**src/rtl/shift_reg_univ_if.sv**
```systemverilog
// Bus bundle for the universal shift register: control/data in, register view and
// burst handshake out.
interface shift_reg_univ_if #(
  parameter int WIDTH = 8
);
  logic [2:0]       mode;
  logic             s_in_r;
  logic             s_in_l;
  logic [WIDTH-1:0] p_in;
  logic [WIDTH-1:0] q;
  logic             s_out_r;
  logic             s_out_l;
  logic             busy;
  logic             done;

  modport master (
    output mode, s_in_r, s_in_l, p_in,
    input  q, s_out_r, s_out_l, busy, done
  );

  modport slave (
    input  mode, s_in_r, s_in_l, p_in,
    output q, s_out_r, s_out_l, busy, done
  );
endinterface

```
**src/rtl/shift_reg_univ.sv**
```systemverilog
// Universal shift register (hold/shift/rotate/load) with an LSB-first burst serializer
// that shifts a loaded word out over WIDTH edges under a busy/done handshake.
module shift_reg_univ #(
  parameter int WIDTH = 8
) (
  input  logic                 clk,
  input  logic                 rst_n,
  shift_reg_univ_if.slave      bus
);

  localparam int CW = $clog2(WIDTH + 1);

  typedef enum logic [2:0] {
    MODE_HOLD  = 3'b000,
    MODE_SHR   = 3'b001,
    MODE_SHL   = 3'b010,
    MODE_ROR   = 3'b011,
    MODE_ROL   = 3'b100,
    MODE_LOAD  = 3'b101,
    MODE_BURST = 3'b110,
    MODE_RSVD  = 3'b111
  } mode_e;

  typedef enum logic {
    IDLE  = 1'b0,
    BURST = 1'b1
  } state_e;

  state_e           state_q;
  logic [WIDTH-1:0] q_q, q_d;
  logic [CW-1:0]    cnt_q;
  logic             busy_q;
  logic             done_q;
  mode_e            mode;

  assign mode = mode_e'(bus.mode);

  always_comb begin
    // NOTE: every path gets a value from this default, so no latch is inferred.
    q_d = q_q;
    if (state_q == BURST) begin
      q_d = {bus.s_in_r, q_q[WIDTH-1:1]};
    end else begin
      case (mode)
        MODE_SHR:              q_d = {bus.s_in_r, q_q[WIDTH-1:1]};
        MODE_SHL:              q_d = {q_q[WIDTH-2:0], bus.s_in_l};
        MODE_ROR:              q_d = {q_q[0], q_q[WIDTH-1:1]};
        MODE_ROL:              q_d = {q_q[WIDTH-2:0], q_q[WIDTH-1]};
        MODE_LOAD, MODE_BURST: q_d = bus.p_in;
        default:               q_d = q_q;
      endcase
    end
  end

  // Reset wins over everything, so an aborted burst never raises done.
  always_ff @(posedge clk) begin
    if (!rst_n) begin
      state_q <= IDLE;
      q_q     <= '0;
      cnt_q   <= '0;
      busy_q  <= 1'b0;
      done_q  <= 1'b0;
    end else begin
      // NOTE: non-blocking assignments so every register sees pre-edge values.
      q_q    <= q_d;
      done_q <= 1'b0;
      case (state_q)
        IDLE: begin
          if (mode == MODE_BURST) begin
            state_q <= BURST;
            cnt_q   <= CW'(WIDTH);
            busy_q  <= 1'b1;
          end
        end
        BURST: begin
          cnt_q <= cnt_q - CW'(1);
          if (cnt_q == CW'(1)) begin
            state_q <= IDLE;
            busy_q  <= 1'b0;
            done_q  <= 1'b1;
          end
        end
        default: state_q <= IDLE;
      endcase
    end
  end

  assign bus.q       = q_q;
  assign bus.s_out_r = q_q[0];
  assign bus.s_out_l = q_q[WIDTH-1];
  assign bus.busy    = busy_q;
  assign bus.done    = done_q;

endmodule

```
**src/flat_wrapper.sv**
```systemverilog
// flat-port wrapper written by rule: the top's interface ports become plain ports
module shift_reg_univ_flat 
#(
  parameter int WIDTH = 8
)
  (clk, rst_n, bus_mode, bus_s_in_r, bus_s_in_l, bus_p_in, bus_q, bus_s_out_r, bus_s_out_l, bus_busy, bus_done);
  shift_reg_univ_if #(.WIDTH(WIDTH)) bus_i ();
  input  logic clk;
  input  logic rst_n;
  input wire logic [$bits(bus_i.mode)-1:0] bus_mode;
  input wire logic [$bits(bus_i.s_in_r)-1:0] bus_s_in_r;
  input wire logic [$bits(bus_i.s_in_l)-1:0] bus_s_in_l;
  input wire logic [$bits(bus_i.p_in)-1:0] bus_p_in;
  output wire logic [$bits(bus_i.q)-1:0] bus_q;
  output wire logic [$bits(bus_i.s_out_r)-1:0] bus_s_out_r;
  output wire logic [$bits(bus_i.s_out_l)-1:0] bus_s_out_l;
  output wire logic [$bits(bus_i.busy)-1:0] bus_busy;
  output wire logic [$bits(bus_i.done)-1:0] bus_done;
  assign bus_i.mode = bus_mode;
  assign bus_i.s_in_r = bus_s_in_r;
  assign bus_i.s_in_l = bus_s_in_l;
  assign bus_i.p_in = bus_p_in;
  assign bus_q = bus_i.q;
  assign bus_s_out_r = bus_i.s_out_r;
  assign bus_s_out_l = bus_i.s_out_l;
  assign bus_busy = bus_i.busy;
  assign bus_done = bus_i.done;
  shift_reg_univ #(.WIDTH(WIDTH)) u_core (.clk(clk), .rst_n(rst_n), .bus(bus_i));
endmodule
```
**config.mk**
```make
export PLATFORM = sky130hd
export DESIGN_NAME = shift_reg_univ_flat
export DESIGN_NICKNAME = d
export VERILOG_FILES = /design/src/rtl/shift_reg_univ_if.sv /design/src/rtl/shift_reg_univ.sv /design/src/flat_wrapper.sv
export SDC_FILE = /design/constraint.sdc
export NUM_CORES = 1
export LEC_CHECK = 0
export BUFFER_PORTS_ARGS = -buffer_cell sky130_fd_sc_hd__buf_2
export CAP_MARGIN = 0
export CELL_PAD_IN_SITES_DETAIL_PLACEMENT = 1
export CELL_PAD_IN_SITES_GLOBAL_PLACEMENT = 1
export CORE_UTILIZATION = 24
export DETAILED_ROUTE_END_ITERATION = 16
export GPL_TIMING_DRIVEN = 0
export PLACE_DENSITY = 0.53
export SKIP_LAST_GASP = 1
export SYNTH_ARGS = -nofsm -noshare
export SYNTH_HDL_FRONTEND = slang
export SYNTH_SLANG_ARGS = --single-unit
```
**constraint.sdc**
```tcl
create_clock -name clk -period 2.3 [get_ports clk]
set_input_delay 0.46 -clock clk [delete_from_list [all_inputs] [get_ports clk]]
set_output_delay 0.46 -clock clk [all_outputs]
set_load 0.01 [all_outputs]
```
==> impl_metrics.json <==
{
  "fin_crit_sh": 0.684,
  "numCtsBuffers": 3,
  "root_buffer": "clkbuf_8",
  "ant_nets": 0,
  "whs_path_depth": 4,
  "fin_ws_ns": 0.727,
  "drive_above_1_share": 0.318,
  "core_region_area_um2": 3720,
  "die_area_um2": 4170,
  "hpwl_mm": 2.09,
  "slew_headroom": 0.589,
  "start_util": 0.253,
  "ys_seq_area_frac": 0.320,
  "diodes": 0,
  "fillers": 461,
  "placed_cells": 176,
  "drv_slew": 0,
  "worstSetupPathType": "primary input to flip-flop",
  "drt_iter0_markers": 54,
  "htree_num_levels": 1,
  "avgRoutedWirePerCell_um": 15.6,
  "worst_clock_skew_ns": 0.00566,
  "min_from": "bus_s_in_r",
  "synthFlopType": "dfxtp_1",
  "cts_buffer_depth": 2,
  "timing.rr.end": "u_core.cnt_q[2]$_SDFFE_PN0P_",
  "power_density_nw_per_um2": 585,
  "drc": 0,
  "r2r_cells": 5,
  "port-buffer-count": 23,
  "path_cells": "buf_2, and2_4, buf_6, a21oi_2, nor2_1, a221o_2",
  "grt_pass1_wl_mm": 4.62,
  "cts_hold_buf": 0,
  "grt_start_max_net_pins": 11,
  "syn_to_final_growth_pct": 23.4,
  "tns_ns": 0,
  "rsz0062_at_grt": "false",
  "regArea_um2": 300,
  "rows": 22,
  "drt_wl_total_mm": 2.81,
  "cp-end-kind": "flip-flop",
  "maxCapViolCount": 0,
  "timing.critical_path.buf_inv": 2,
  "slowest_delay_ns": 0.49,
  "setup_viol": 0,
  "grt_pass1_vias": 990,
  "crit_fanout": 10,
  "die_w_um": 64.6,
  "grt_usage": 0.145,
  "min_to": "u_core.bus.q[7]$_SDFFE_PN0P_",
  "fmax_mhz": 636,
  "cts.sinks": 15,
  "synth_edf_count": 0,
  "path_clk_slew_ns": 0.07,
  "ys_ff_latch": 15,
  "yosysUniqueCellTypes": 35,
  "tightest_slew_ns": 0.614,
  "worstPathArrival_ns": 1.77,
  "max-vdd-ir-drop_mv": 0.255,
  "post_cts_resized": 0,
  "hold_viol": 0,
  "period_needed_ns": 1.57,
  "critPathTopFamily": "simple AND/OR/NAND/NOR gates",
  "ff2ff_setup_slack_ns": 0.87,
  "power_leakage_nw": 0.464,
  "drt_pass1_iterations": 4,
  "cp_data_required_time_ns": 2.49,
  "multi_input_area_um2": 551,
  "hold_path.class": "primary input to flip-flop",
  "cts_tree": "done",
  "layoutNonFillerInstCount": 180,
  "ios": 27,
  "status": "complete, no violations",
  "clock_latency_ns": 0.25,
  "gr-total-overflow": 0,
  "vias": 969,
  "post-cts-setup-buffers": 0,
  "avgSynthCellArea_um2": 8.95,
  "yosys_warnings": 0,
  "die_h_um": 64.6,
  "via_per_inst": 5.38,
  "reg2reg_from": "u_core.state_q$_SDFF_PN0_",
  "synth_nets": 122,
  "dpl_worst_slack_ns": 0.461,
  "antenna_found_initial": 0,
  "start_kind": "primary input",
  "async_reset_ff_frac": 0,
  "fin_nets": 150,
  "gp_congestion": 0.716,
  "synthCells": 105,
  "syn_area_um2": 940,
  "crit_slowest_cell": "nor2_1"
}
[cells in the mapped netlist, drive strengths merged, types with 3 or more instances]
cell type | n | area (um2)
nor2b | 4 | 25.0
buf | 9 | 66.3
a221o | 8 | 86.3
nor3 | 8 | 40.0
a21oi | 4 | 23.8
nor2 | 5 | 18.8
o21ai | 3 | 15.0
a221oi | 14 | 123
inv | 3 | 11.3
and2 | 5 | 33.8
nand2 | 7 | 26.3
dfxtp | 15 | 300
[flip-flops by register name, indices dropped and copies added (netlist names)]
register / cells
u_core.state_q: 1
u_core.cnt_q: 4
u_core.bus.done: 1
u_core.bus.q: 8
u_core.bus.busy: 1
[routing by layer]
metal / global-route usage / part of all wire / vias to the layer above
met5: 0 / 0 / -
met4: 0.0500 / 0.011 / 0
met3: 0.0387 / 0.033 / 4
met2: 0.263 / 0.51 / 19
li1: - / - / 462
met1: 0.161 / 0.44 / 484
[stage by stage]
step                      hold WS, ns   util  total power, mW  area [um2]
after global routing            0.587  0.312            0.726        1160
after CTS                       0.554  0.312            0.689        1160
final                           0.548  0.312            0.678        1160
after global placement          0.532  0.300            0.465        1110
after detailed placement        0.550  0.300            0.469        1110
after floorplan                 0.526      -            0.410         940
[report_power, final]
group          internal [mW]  switching (mW)
Clock                  0.123          0.0940
Sequential             0.279          0.0240
Combinational         0.0747          0.0838
Total                  0.476           0.202
[worst max path at each step]
stage,from,end,cells past startpoint,slack (ns)
finish,bus_mode[1],u_core.bus.q[1]$_SDFFE_PN0P_,6,0.73
floorplan,bus_mode[1],u_core.bus.q[1]$_SDFFE_PN0P_,6,0.69
detailed placement,bus_mode[1],u_core.bus.q[1]$_SDFFE_PN0P_,6,0.46
global placement,bus_mode[1],u_core.bus.q[7]$_SDFFE_PN0P_,6,0.46
global route,bus_mode[1],u_core.bus.q[6]$_SDFFE_PN0P_,6,0.63
CTS,bus_mode[1],u_core.bus.q[1]$_SDFFE_PN0P_,6,0.72
[cells in the final DEF (no fill, tap or decap), drive strengths merged, types with 3 or more instances in the layout]
cell type	synthesis	routed
a21oi	4	4
a221o	8	8
a221oi	14	14
and2	5	5
buf	9	32
clkbuf	2	6
dfxtp	15	15
inv	3	3
nand2	7	7
nor2	5	5
nor2b	4	4
nor3	8	8
o21ai	3	3
[layout make-up]
type,instances,area share
multi-input cells,75,0.475
well taps,48,0.0518
repair buffers,23,0.0992
inverters,4,0.0129
flip-flops and latches,15,0.259
plain buffers,11,0.0636
clock buffers,4,0.0388
[tightest hold or removal path, cell delays in order]
cell	delay [ns]
buf_2	0.08
nand2_1	0.04
nor2_1	0.08
a221o_1	0.11
[cells by family after synthesis]
family	after synthesis	share of synthesized area
multiplexers	2	0.0213
adder cells (fa/ha/maj)	2	0.0266
flip-flops	15	0.320
AO/OA/AOI/OAI	36	0.341
AND/OR/NAND/NOR	34	0.188
XOR/XNOR	1	0.00932
buffers and inverters	15	0.0945
Note: power is estimated with default switching activity, not from simulation.
